<file path="config.mk">
export PLATFORM = sky130hd
export DESIGN_NAME = pc_sequencer
export DESIGN_NICKNAME = d
export VERILOG_FILES = /design/src/rtl/pc_sequencer.sv
export SDC_FILE = /design/constraint.sdc
export NUM_CORES = 1
export LEC_CHECK = 0
export BUFFER_PORTS_ARGS = -buffer_cell sky130_fd_sc_hd__buf_2
export CORE_MARGIN = 2
export CORE_UTILIZATION = 50
export CTS_CLUSTER_DIAMETER = 120
export DETAILED_ROUTE_END_ITERATION = 10
export GPL_TIMING_DRIVEN = 0
export HOLD_SLACK_MARGIN = 0.05
export PLACE_DENSITY = 0.78
export SYNTH_ARGS = -nofsm -noshare
export SYNTH_HDL_FRONTEND = slang
export SYNTH_SLANG_ARGS = --single-unit
</file>
<file path="constraint.sdc">
create_clock -name clk -period 7.2 [get_ports clk]
set_input_delay 1.8 -clock clk [delete_from_list [all_inputs] [get_ports clk]]
set_output_delay 1.8 -clock clk [all_outputs]
set_load 0.005 [all_outputs]
</file>
<file path="src/rtl/pc_sequencer.sv">
// Program-counter sequencer and flag owner for the single-cycle core.
// Holds PC and {N,V,Z}, resolves B/BR against the registered flags,
// advances the PC once per retired instruction, and keeps saturating
// retired/taken performance counters.
module pc_sequencer #(
  parameter int unsigned PC_W  = 16,
  parameter int unsigned IMM_W = 9,
  parameter int unsigned CNT_W = 16
) (
  input  logic             clk,
  input  logic             rst_n,
  input  logic             instr_vld,
  input  logic             stall,
  input  logic             hlt,
  input  logic             br_req,
  input  logic             br_reg,
  input  logic [2:0]       cond,
  input  logic [IMM_W-1:0] imm,
  input  logic [PC_W-1:0]  reg_tgt,
  input  logic [2:0]       alu_flags,
  input  logic [2:0]       flag_we,
  output logic             fetch_req,
  output logic [PC_W-1:0]  pc,
  output logic [PC_W-1:0]  pc_plus2,
  output logic [2:0]       flags,
  output logic             br_taken,
  output logic             halted,
  output logic [CNT_W-1:0] retired_cnt,
  output logic [CNT_W-1:0] taken_cnt
);

  localparam logic [1:0] S_BOOT = 2'd0;
  localparam logic [1:0] S_RUN  = 2'd1;
  localparam logic [1:0] S_HALT = 2'd2;

  logic [1:0]       state_q, state_d;
  logic [PC_W-1:0]  pc_q, pc_d;
  logic [2:0]       flags_q, flags_d;
  logic             br_taken_q, br_taken_d;
  logic [CNT_W-1:0] retired_q, retired_d;
  logic [CNT_W-1:0] taken_q, taken_d;

  logic             accept;
  logic             cond_true;
  logic             take;
  logic [PC_W-1:0]  pc_inc;
  logic [PC_W-1:0]  br_off;
  logic             flag_n, flag_v, flag_z;

  assign flag_n = flags_q[2];
  assign flag_v = flags_q[1];
  assign flag_z = flags_q[0];

  assign accept = (state_q == S_RUN) & instr_vld & ~stall;
  assign pc_inc = pc_q + PC_W'(2);
  // Sign-extend the halfword offset to PC width, then scale to bytes.
  assign br_off = {{(PC_W-IMM_W){imm[IMM_W-1]}}, imm} << 1;

  // Evaluate branch condition against flags registered before this instruction.
  always_comb begin
    cond_true = 1'b0;
    unique case (cond)
      3'b000:  cond_true = ~flag_z;
      3'b001:  cond_true = flag_z;
      3'b010:  cond_true = ~flag_z & ~flag_n;
      3'b011:  cond_true = flag_n;
      3'b100:  cond_true = flag_z | (~flag_z & ~flag_n);
      3'b101:  cond_true = flag_n | flag_z;
      3'b110:  cond_true = flag_v;
      default: cond_true = 1'b1;
    endcase
  end

  assign take = br_req & cond_true;

  // Next-state computation for state, PC, flags, pulse and counters.
  always_comb begin
    state_d    = state_q;
    pc_d       = pc_q;
    flags_d    = flags_q;
    br_taken_d = 1'b0;
    retired_d  = retired_q;
    taken_d    = taken_q;
    unique case (state_q)
      S_BOOT:  state_d = S_RUN;
      S_RUN:   if (accept && hlt) state_d = S_HALT;
      S_HALT:  state_d = S_HALT;
      default: state_d = S_BOOT;
    endcase
    if (accept) begin
      if (retired_q != '1) retired_d = retired_q + CNT_W'(1);
      if (!hlt) begin
        flags_d    = (flags_q & ~flag_we) | (alu_flags & flag_we);
        br_taken_d = take;
        if (take) begin
          pc_d = br_reg ? reg_tgt : pc_inc + br_off;
          if (taken_q != '1) taken_d = taken_q + CNT_W'(1);
        end else begin
          pc_d = pc_inc;
        end
      end
    end
  end

  // Architectural state registers, cleared asynchronously into BOOT.
  always_ff @(posedge clk or negedge rst_n) begin
    if (!rst_n) begin
      state_q    <= S_BOOT;
      pc_q       <= '0;
      flags_q    <= '0;
      br_taken_q <= 1'b0;
      retired_q  <= '0;
      taken_q    <= '0;
    end else begin
      state_q    <= state_d;
      pc_q       <= pc_d;
      flags_q    <= flags_d;
      br_taken_q <= br_taken_d;
      retired_q  <= retired_d;
      taken_q    <= taken_d;
    end
  end

  assign fetch_req   = (state_q == S_RUN);
  assign halted      = (state_q == S_HALT);
  assign pc          = pc_q;
  assign pc_plus2    = pc_inc;
  assign flags       = flags_q;
  assign br_taken    = br_taken_q;
  assign retired_cnt = retired_q;
  assign taken_cnt   = taken_q;

endmodule

</file>
==> flow_summary_export.csv, run 1 <==
group,metric,value,unit
clock_network,clk_latency,300,ps
critical_path,worstSetupStartpointType,"register",
floorplanning,rows,31,
global_route,grt_pass1_wl,15800,µm
layout,syn2layout_area_growth,20.9,%
critical_path,crit_buf_inv,3,
drt,routed.top_layer,"met4",
pwr,powerDensity,315,nW/µm²
timing,tns,0,ps
layout,final_common_cell,"buf_2",
pwr,static-leakage-power,2.27,nW
synthesis,synth_top_family_by_area,"simple AND/OR/NAND/NOR gates",
clock_network,post_cts_buffers,0,
run_status,outcome,"finished, final reports clean",
drt,wl_per_cell,15.4,µm
global_route,antenna_found_initial,0,
clock_network,cts_buffers,5,
pwr,internal_power,812,µW
synthesis,synth-main-ff-cell,"dfrtp_1",
drt,dr.pass1.iters,5,
clock_network,tritoncts,"done",
layout,layout_common_cells,"buf_2 (114), dfrtp_1 (54), nand2_1 (43)",
layout,drive_above_1_share,0.260,
floorplanning,core_area,7250,µm²
flow_run,drv_cap,0,
synthesis,synthAdderAreaFrac,0.0819,
synthesis,synth_top_area_cell,"dfrtp_1",
clock_network,cts_sinks,54,
synthesis,yosys_warnings,0,
critical_path,crit_top_cell,"buf_2",
critical_path,crit_path_end_kind,"primary output",
synthesis,async_flop_share,1.00,
synthesis,synth.distinct_cells,52,
drt,wl,9690,µm
synthesis,synth_seq_cells,54,
timing,fmax,249,MHz
timing,rsz0062_at_grt,"no",
pwr,switching_share,0.433,
timing,hold_viol_final,0,
timing,drv_slew,0,
synthesis,avgSynthCellArea,9.09,µm²
synthesis,muxShareOfSynthArea,0.0290,
drt,drc,0,
placed_design,place_congestion,0.947,
placed_design,dp_hpwl,7520,µm
pwr,combPwrFrac,0.534,
synthesis,yosysSeqAreaShare,0.360,
global_route,grt_max_degree,55,
global_route,grt_overflow_total,0,
timing,period_share,0.557,
clock_network,cts_resized,0,
drt,dr_wl_met3,699,µm
clock_network,htreeDepth,2,
layout,final_nets,595,
global_route,grt_use_total,0.233,
synthesis,syn-num-nets,478,
synthesis,synthXorXnorAreaFrac,0.112,
drt,vias,3610,
timing,skew,7.81,ps
floorplanning,die-area,8220,µm²
synthesis,synth-edff-count,0,
clock_network,cts_buffer_depth,2,
synthesis,synth_top_area_frac,0.360,
floorplanning,io_pins,111,
synthesis,syn_inst,413,
drt,first_iter_violations,211,
pwr,peakVddDrop,0.134,mV
critical_path,crit_arrival,2210,ps
critical_path,path_cells,"buf_2 > and4_1 > clkbuf_1 > nand3_1 > or2_2 > xnor2_1 > buf_2",
timing,final-setup-viol-count,0,
synthesis,synth.cell_area,3760,µm²
synthesis,synth.area.top_cells,"dfrtp_1 (36%), ha_1 (7.7%), xnor2_1 (6.5%), xor2_1 (4.7%), nand2_1 (4.3%)",
synthesis,synth-compound-area-share,0.178,
pwr,pwr-share-seq,0.324,
critical_path,cp_slowest_cell,"dfrtp_1",
placed_design,io_buffers,110,
clock_network,cts_hold_buf,0,
critical_path,critical-path-max-stage-delay,370,ps
drt,wl_met1,4240,µm
drt,dr_wl_met2,4640,µm
floorplanning,initial_core_util,0.518,
timing,tightest_slew,1230,ps
timing,max_slew_margin,0.178,
synthesis,synthSimpleGateAreaFrac,0.203,
critical_path,crit_type,"register to primary output",
clock_network,clk_pin_slew,100,ps
floorplanning,die_h,90.7,µm
critical_path,crit_fanout,8,
critical_path,crit_required,5400,ps
critical_path,worst_path_dominant_cell_family,"simple AND/OR/NAND/NOR gates",
floorplanning,die_x,90.7,µm
global_route,grt_pass1_vias,3324,
pwr,power.share.clock,0.143,
layout,diodes,0,
pwr,totalPowerFinal,1.43,mW
worst_hold_path,hold_class,"register to register",
pwr,p_switching,621,µW
drt,route.antenna.remaining_nets,0,
timing,period_needed,4010,ps
clock_network,cts-root-buf,"clkbuf_8",
drt,via_per_inst,5.73,
[worst register-to-register path, stage by stage (launching register included)]
cell      delay, ps
dfrtp_1         370
buf_2           190
and4_1          210
clkbuf_1        230
and4_1          310
xor2_1          100
ha_1            350
a21oi_1          90
o21ai_0         390
a211oi_1        150
a2111o_1        450
and4b_1         200
a211oi_1        190
[cell usage after synthesis, drive strengths merged (7+ instances only)]
| cell type | count |
|---|---|
| o21ai | 15 |
| inv | 18 |
| o21a | 8 |
| nor2 | 27 |
| a21oi | 22 |
| xor2 | 20 |
| nand3 | 22 |
| nor3 | 13 |
| clkbuf | 9 |
| mux2 | 7 |
| a211oi | 7 |
| xnor2 | 28 |
| ha | 23 |
| and4 | 9 |
| dfrtp | 54 |
| nand2 | 43 |
| nand4 | 12 |
[cells by family after synthesis]
logic type / after synthesis
buffers and inverters: 33
multiplexers: 10
AND/OR/NAND/NOR: 150
flip-flops: 54
XOR/XNOR: 48
adder cells (fa/ha/maj): 24
AO/OA/AOI/OAI: 94
[sequential cells by signal (all words and copies together), names as in the netlist, named ones only]
name,count
pc,16
retired_cnt,16
taken_cnt,16
state_q,2
br_taken,1
[metrics by stage]
stage	utilization	cells	setup WS (ps)	cell area (µm²)	hold slack, ps
6_report	0.626	630	3190	4540	492
5_1_grt	0.626	630	3020	4540	516
4_1_cts	0.626	630	3200	4540	494
3_5_place_dp	0.611	622	2940	4430	474
3_3_place_gp	0.611	622	3050	4430	474
2_1_floorplan	-	413	3380	3760	477
[area by class of cell]
type                    count  area (µm²)
plain buffers              15        68.8
inverters                  18        67.6
repair buffers            110         551
multi-input cells         326        2270
fillers                   659        2710
clock buffers               6        72.6
flip-flops and latches     54        1350
clock inverters             2        37.5
well taps                  99         124
[power by group through the flow]
stage / Clock (mW) / Combinational [mW] / Sequential [mW]
floorplan: 0 / 0.500 / 0.455
CTS: 0.211 / 0.760 / 0.461
global route: 0.223 / 0.858 / 0.476
global placement: 0 / 0.733 / 0.461
finish: 0.204 / 0.764 / 0.464
detailed placement: 0 / 0.756 / 0.467
[path summary, 6_finish.rpt]
path / from / to / slack (ps) / depth (start not counted)
worst min register to register: taken_cnt[5]$_DFFE_PN0P_ / taken_cnt[5]$_DFFE_PN0P_ / 490 / 1
worst max register to register: pc[3]$_DFFE_PN0P_ / pc[15]$_DFFE_PN0P_ / 3870 / 12
worst min-delay path: taken_cnt[5]$_DFFE_PN0P_ / taken_cnt[5]$_DFFE_PN0P_ / 490 / 1
worst max-delay path: pc[3]$_DFFE_PN0P_ / pc_plus2[14] / 3190 / 7
max in group asynchronous: rst_n / async pin / 4700 / 1
min in group asynchronous: rst_n / taken_cnt[1]$_DFFE_PN0P_ / 1750 / 1
[per-layer routing]
metal,up-vias,global-route usage
li1,1748,-
met3,8,0.0342
met2,152,0.384
met5,-,0
met1,1702,0.326
met4,0,0.0513
Note: power is estimated with default switching activity, not from simulation.
==> run 2, diff against run 1 <==
--- a/config.mk
+++ b/config.mk
@@ -5,6 +5,7 @@
 export SDC_FILE = /design/constraint.sdc
 export NUM_CORES = 1
 export LEC_CHECK = 0
+export ABC_AREA = 1
 export BUFFER_PORTS_ARGS = -buffer_cell sky130_fd_sc_hd__buf_2
 export CORE_MARGIN = 2
 export CORE_UTILIZATION = 50
@@ -12,7 +13,7 @@
 export DETAILED_ROUTE_END_ITERATION = 10
 export GPL_TIMING_DRIVEN = 0
 export HOLD_SLACK_MARGIN = 0.05
-export PLACE_DENSITY = 0.78
+export PLACE_DENSITY = 0.77
 export SYNTH_ARGS = -nofsm -noshare
 export SYNTH_HDL_FRONTEND = slang
 export SYNTH_SLANG_ARGS = --single-unit
==> constraint.sdc (replaced) <==
create_clock -name clk -period 3.9 [get_ports clk]
set_input_delay 0.975 -clock clk [delete_from_list [all_inputs] [get_ports clk]]
set_output_delay 0.975 -clock clk [all_outputs]
set_load 0.005 [all_outputs]
==> run 2 against run 1 <==
Effect of this change: wire length increased by 8.4%; sequential power up 93%; critical path depth is 1 lower; first-iteration DRC count grew 5.7%; combinational power grew 110%; final cell count grew 26%; die area up 8.2%; largest cell class unchanged; synthesized cell count up 38%; utilization is 0.28 points lower; area after synthesis grew 8.6%; non-clock buffer count shrank 2.
==> flow_summary_export.csv, run 2 <==
group,metric,value,unit
timing,max_slew_margin,0.211,
clock_network,tritoncts,"done",
clock_network,cts_hold_buf,0,
worst_hold_path,holdPathEnd,"retired_cnt[14]$_DFFE_PN0P_",
drt,drc,0,
layout,final_nets,753,
synthesis,synth.area.top_cells,"dfrtp_1 (33%), nand2_1 (15%), ha_1 (7.1%), nor2_1 (6.8%), xor2_1 (5.6%)",
floorplanning,initial_core_util,0.522,
layout,n_fill_cell,740,
drt,via_per_inst,5.21,
timing,period_needed,3060,ps
pwr,powerDensity,598,nW/µm²
synthesis,synth-edff-count,0,
critical_path,path_cells,"ha_1 > nand3_1 > nor2_2 > nand4_1 > xnor2_1 > buf_2",
synthesis,avgSynthCellArea,7.14,µm²
clock_network,cts_buffer_depth,2,
layout,drive_above_1_share,0.215,
placed_design,dp.cells,783,
critical_path,crit_buf_inv,1,
layout,diodes,0,
timing,rsz0062_at_grt,"no",
timing,hold_viol_final,0,
placed_design,pre_cts_ws,1120,ps
global_route,grt_pass1_vias,3749,
floorplanning,core_area,7810,µm²
global_route,grt_pass1_wl,17400,µm
critical_path,reg2reg_depth,17,
synthesis,synth_common_cells,"nand2_1 (162), nor2_1 (74), dfrtp_1 (54)",
pwr,switching_share,0.464,
pwr,internal_power,1.56,mW
global_route,gr-max-usage-layer,"met2",
timing,drv_slew,0,
synthesis,yosys_warnings,0,
clock_network,post_cts_buffers,0,
floorplanning,die-area,8890,µm²
critical_path,r2r_start,"pc[1]$_DFFE_PN0P_",
layout,final_common_cell,"nand2_1",
clock_network,cts-root-buf,"clkbuf_8",
timing,final-setup-viol-count,0,
synthesis,synth.cell_area,4080,µm²
timing,worst_slack,840,ps
critical_path,worstSetupStartpointType,"register",
timing,fmax,327,MHz
critical_path,worst_path_dominant_cell_family,"simple AND/OR/NAND/NOR gates",
clock_network,cts_sinks,54,
floorplanning,die_x,94.3,µm
critical_path,crit_path_end_kind,"primary output",
synthesis,async_flop_share,1.00,
layout,layout_common_cells,"nand2_1 (162), buf_2 (114), nor2_1 (74)",
clock_network,clk_latency,310,ps
pwr,static-leakage-power,2.60,nW
drt,wl_per_cell,13.3,µm
synthesis,synth_top_area_frac,0.331,
floorplanning,die_h,94.3,µm
global_route,grt_use_met1,0.345,
drt,dr.pass1.iters,5,
clock_network,cts_buffers,5,
placed_design,place_congestion,0.929,
global_route,use_met2,0.401,
synthesis,synthMostInstantiatedCell,"nand2_1",
global_route,grt_max_degree,55,
worst_hold_path,worstHoldStart,"retired_cnt[14]$_DFFE_PN0P_",
critical_path,crit_type,"register to primary output",
global_route,grt_use_total,0.243,
flow_run,drv_cap,0,
critical_path,critPathLaunch,"pc[1]$_DFFE_PN0P_",
worst_hold_path,whs_path_depth,1,
timing,skew,13.3,ps
synthesis,yosysSeqAreaShare,0.331,
synthesis,synth_top_area_cell,"dfrtp_1",
synthesis,syn_inst,571,
floorplanning,io_pins,111,
synthesis,synth_seq_cells,54,
placed_design,dp_hpwl,8310,µm
timing,period_share,0.785,
synthesis,synth.distinct_cells,40,
global_route,antenna_found_initial,0,
synthesis,syn-num-nets,636,
run_status,outcome,"finished, final reports clean",
drt,wl,10500,µm
global_route,use_met3,0.0313,
pwr,peakVddDrop,0.342,mV
clock_network,cts_resized,0,
synthesis,synth-main-ff-cell,"dfrtp_1",
clock_network,clk_pin_slew,100,ps
critical_path,reg2reg_slack,1050,ps
critical_path,crit_fanout,6,
floorplanning,rows,32,
drt,route.antenna.remaining_nets,0,
pwr,power.share.clock,0.129,
critical_path,critical-path-max-stage-delay,420,ps
layout,design_area,4870,µm²
placed_design,dpl_cell_area,4760,µm²
worst_hold_path,hold_class,"register to register",
pwr,p_switching,1.35,mW
critical_path,crit_required,2920,ps
timing,tightest_slew,1180,ps
critical_path,crit_arrival,2090,ps
timing,tns,0,ps
pwr,combPwrFrac,0.563,
drt,vias,4119,
layout,finalNonFillerCells,791,
pwr,totalPowerFinal,2.91,mW
placed_design,io_buffers,110,
critical_path,reg2reg_to,"pc[15]$_DFFE_PN0P_",
clock_network,htreeDepth,2,
pwr,pwr-share-seq,0.308,
layout,syn2layout_area_growth,19.3,%
critical_path,cp_slowest_cell,"dfrtp_1",
global_route,grt_overflow_total,0,
drt,first_iter_violations,223,
## run 2: how the worst max path moves through the flow
stage	end	slack, ps	cells after the start
after global placement	pc[8]$_DFFE_PN0P_	1150	13
after floorplan	pc[15]$_DFFE_PN0P_	1480	16
after CTS	pc_plus2[13]	860	6
after global routing	pc_plus2[13]	690	6
final	pc_plus2[13]	840	6
after detailed placement	pc[15]$_DFFE_PN0P_	1120	16
## run 2: layout make-up
cell class                      instances  area, µm²  share of cell area
Multi-Input combinational cell        447       2440               0.501
Timing Repair Buffer                  110        551               0.113
Buffer                                 13       76.3              0.0157
Inverter                               57        214              0.0440
Sequential cell                        54       1350               0.278
Tap cell                              102        128              0.0262
Clock inverter                          2       37.5             0.00771
Clock buffer                            6       72.6              0.0149
## run 2: cell families after synthesis
group                      count (synthesis)  synth area share
and+or+nand+nor                          310             0.334
AOI/OAI and AO/OA                         70            0.0942
buffers and inverters                     70            0.0712
DFF                                       54             0.331
xor gates and xnor gates                  40            0.0859
adders and majority gates                 24            0.0755
muxes                                      3           0.00828
## run 2: worst reg2reg max path: stages, from the launching register on
cell and delay [ps]:
dfrtp_1 420, ha_1 210, nand3_1 170, nor2_2 290, nand4_1 150, xnor2_1 360
ha_1 340, nand2_1 120, inv_1 50, nand2_1 60, nand2_1 50, a21oi_1 110
nand2_1 90, inv_1 60, nand2_1 60, nand3_1 70, nand2_1 60, a21oi_1 120
## run 2: metal layers
layer / vias up / wire length (µm)
met2: 149 / 5000
met4: 0 / 86
li1: 2083 / -
met5: - / 0
met3: 6 / 745
met1: 1881 / 4670
## run 2: power by group through the flow
stage | sequential [mW] | clock, mW | combinational [mW]
finish | 0.895 | 0.376 | 1.64
global route | 0.921 | 0.402 | 1.87
CTS | 0.892 | 0.384 | 1.63
detailed placement | 0.903 | 0 | 1.62
global placement | 0.892 | 0 | 1.57
floorplan | 0.884 | 0 | 1.07
## run 2: metrics by stage
step                hold WS (ps)  utilization
global route                 554        0.623
global placement             504        0.609
floorplan                    487            -
CTS                          532        0.623
finish                       520        0.623
detailed placement           517        0.609
==> run 3, diff against run 2 <==
==> constraint.sdc (replaced) <==
create_clock -name clk -period 3 [get_ports clk]
set_input_delay 0.75 -clock clk [delete_from_list [all_inputs] [get_ports clk]]
set_output_delay 0.75 -clock clk [all_outputs]
set_load 0.005 [all_outputs]
==> run 3 against run 2 <==
Effect of this change: worst hold slack barely moved; combinational power up 31%; count of clock-buffer cells in the layout unchanged; largest power group unchanged; first-iteration DRC count is 14% higher; sequential share of layout area down 0.10 points; clock power increased by 30%; worst setup slack worse by 680 ps; sequential cell count unchanged; final cell count unchanged; register-to-register slack worse by 890 ps; total power up 31%.
==> flow_summary_export.csv, run 3 (same netlist as run 2, synthesis figures left out) <==
group,metric,value,unit
run_status,outcome,"finished, final reports clean",
critical_path,reg2reg_to,"pc[8]$_DFFE_PN0P_",
critical_path,reg2reg_slack,160,ps
timing,period_needed,2840,ps
drt,dr_wl_met2,5040,µm
floorplanning,initial_core_util,0.522,
layout,layout_common_cells,"nand2_1 (162), buf_2 (114), nor2_1 (74)",
critical_path,endpoint,"pc[8]$_DFFE_PN0P_",
placed_design,dp_hpwl,8310,µm
layout,finalNonFillerCells,791,
layout,multi_input_area,2450,µm²
drt,first_iter_violations,255,
critical_path,crit_path_end_kind,"register",
drt,wl,10500,µm
timing,fmax,352,MHz
placed_design,dp.cells,783,
floorplanning,io_pins,111,
timing,period_share,0.948,
critical_path,critPathLaunch,"pc[1]$_DFFE_PN0P_",
pwr,static-leakage-power,2.61,nW
critical_path,r2r_start,"pc[1]$_DFFE_PN0P_",
floorplanning,die_x,94.3,µm
drt,vias,4123,
critical_path,crit_type,"register to register",
clock_network,htreeDepth,2,
critical_path,worstSetupStartpointType,"register",
critical_path,reg2reg_depth,13,
global_route,grt_pass1_wl,17400,µm
drt,wl_per_cell,13.3,µm
placed_design,io_buffers,110,
global_route,antenna_found_initial,0,
clock_network,clk_latency,310,ps
timing,final-setup-viol-count,0,
drt,routed.top_layer,"met4",
global_route,grt_max_degree,55,
clock_network,cts_hold_buf,0,
flow_run,drv_cap,0,
layout,n_fill_cell,739,
worst_hold_path,whs_path_depth,1,
layout,syn2layout_area_growth,19.8,%
clock_network,tritoncts,"done",
pwr,peakVddDrop,0.452,mV
pwr,powerDensity,778,nW/µm²
critical_path,crit_fanout,6,
global_route,grt_pass1_vias,3749,
worst_hold_path,hold_class,"register to register",
global_route,grt_use_total,0.243,
clock_network,post_cts_buffers,0,
critical_path,crit_arrival,3040,ps
layout,diodes,0,
floorplanning,core_area,7810,µm²
clock_network,clk_pin_slew,100,ps
timing,skew,12.3,ps
timing,rsz0062_at_grt,"no",
layout,final_nets,753,
layout,final_common_cell,"nand2_1",
floorplanning,die-area,8890,µm²
clock_network,cts_buffer_depth,2,
drt,route.antenna.remaining_nets,0,
clock_network,cts_buffers,5,
timing,tightest_slew,1190,ps
clock_network,cts-root-buf,"clkbuf_8",
drt,dr_wl_met3,673,µm
drt,drc,0,
timing,drv_slew,0,
layout,seq_area,1350,µm²
timing,max_slew_margin,0.206,
global_route,grt_overflow_total,0,
floorplanning,die_h,94.3,µm
critical_path,crit_required,3190,ps
drt,via_per_inst,5.21,
layout,drive_above_1_share,0.218,
drt,wl_met1,4760,µm
drt,dr.pass1.iters,5,
timing,tns,0,ps
floorplanning,rows,32,
clock_network,cts_sinks,54,
timing,hold_viol_final,0,
placed_design,place_congestion,0.929,
## run 3: cell counts in the layout (fill, tap and decap cells not counted)
Identical to the previous run, type by type.
## run 3: repair_timing
item | in CTS | in global routing
endpoints found under the setup margin | 0 | 2
gates resized for setup | 0 | 3
endpoints found under the hold margin | 0 | 0
## run 3: final cells by class
class | instances | share of cell area
sequential | 54 | 0.277
timing repair buffer | 110 | 0.113
clock inverter | 2 | 0.00769
inverter | 57 | 0.0438
tap | 102 | 0.0261
multi-input combinational | 447 | 0.502
buffer | 13 | 0.0156
clock buffer | 6 | 0.0149
## run 3: where the power goes
part           total [mW]  switching [mW]  internal, mW
registers            1.16           0.241         0.923
logic                2.15            1.28         0.862
clock network       0.489           0.240         0.249
total                3.80            1.76          2.03
## run 3: layer usage
layer  up-vias  track usage
met5         -            0
met4         0       0.0507
met3         7       0.0313
met2       130        0.401
met1      1902        0.345
li1       2084            -
## run 3: worst max-delay path, stage by stage (launching register included)
cell and delay, ps:
dfrtp_1 420, ha_1 210, nand3_1 220, nor2_4 240, xor2_1 320, ha_1 350
a21o_1 200, nor2_1 100, nand2_1 110, or2_2 290, nand3_1 70, nand2_1 70
nand2_1 80, a21oi_1 60
## run 3: how the worst min path moves through the flow
stage                                            from                          end  slack (ps)
after floorplan                                 rst_n                    async pin         450
after global placement     retired_cnt[3]$_DFFE_PN0P_   retired_cnt[3]$_DFFE_PN0P_         500
after detailed placement                     register                     register         520
after CTS                  retired_cnt[3]$_DFFE_PN0P_   retired_cnt[3]$_DFFE_PN0P_         530
after global routing       retired_cnt[2]$_DFFE_PN0P_   retired_cnt[2]$_DFFE_PN0P_         550
final                     retired_cnt[14]$_DFFE_PN0P_  retired_cnt[14]$_DFFE_PN0P_         520
## run 3: metrics by stage
stage | worst slack (ps) | power, mW | area (µm²) | hold WS [ps] | util
2_1_floorplan | 575 | 2.55 | 4080 | 454 | -
6_report | 155 | 3.80 | 4880 | 520 | 0.625
3_3_place_gp | 255 | 3.20 | 4760 | 504 | 0.609
5_1_grt | 14.9 | 4.16 | 4880 | 554 | 0.625
4_1_cts | 188 | 3.77 | 4870 | 532 | 0.623
3_5_place_dp | 224 | 3.28 | 4760 | 517 | 0.609
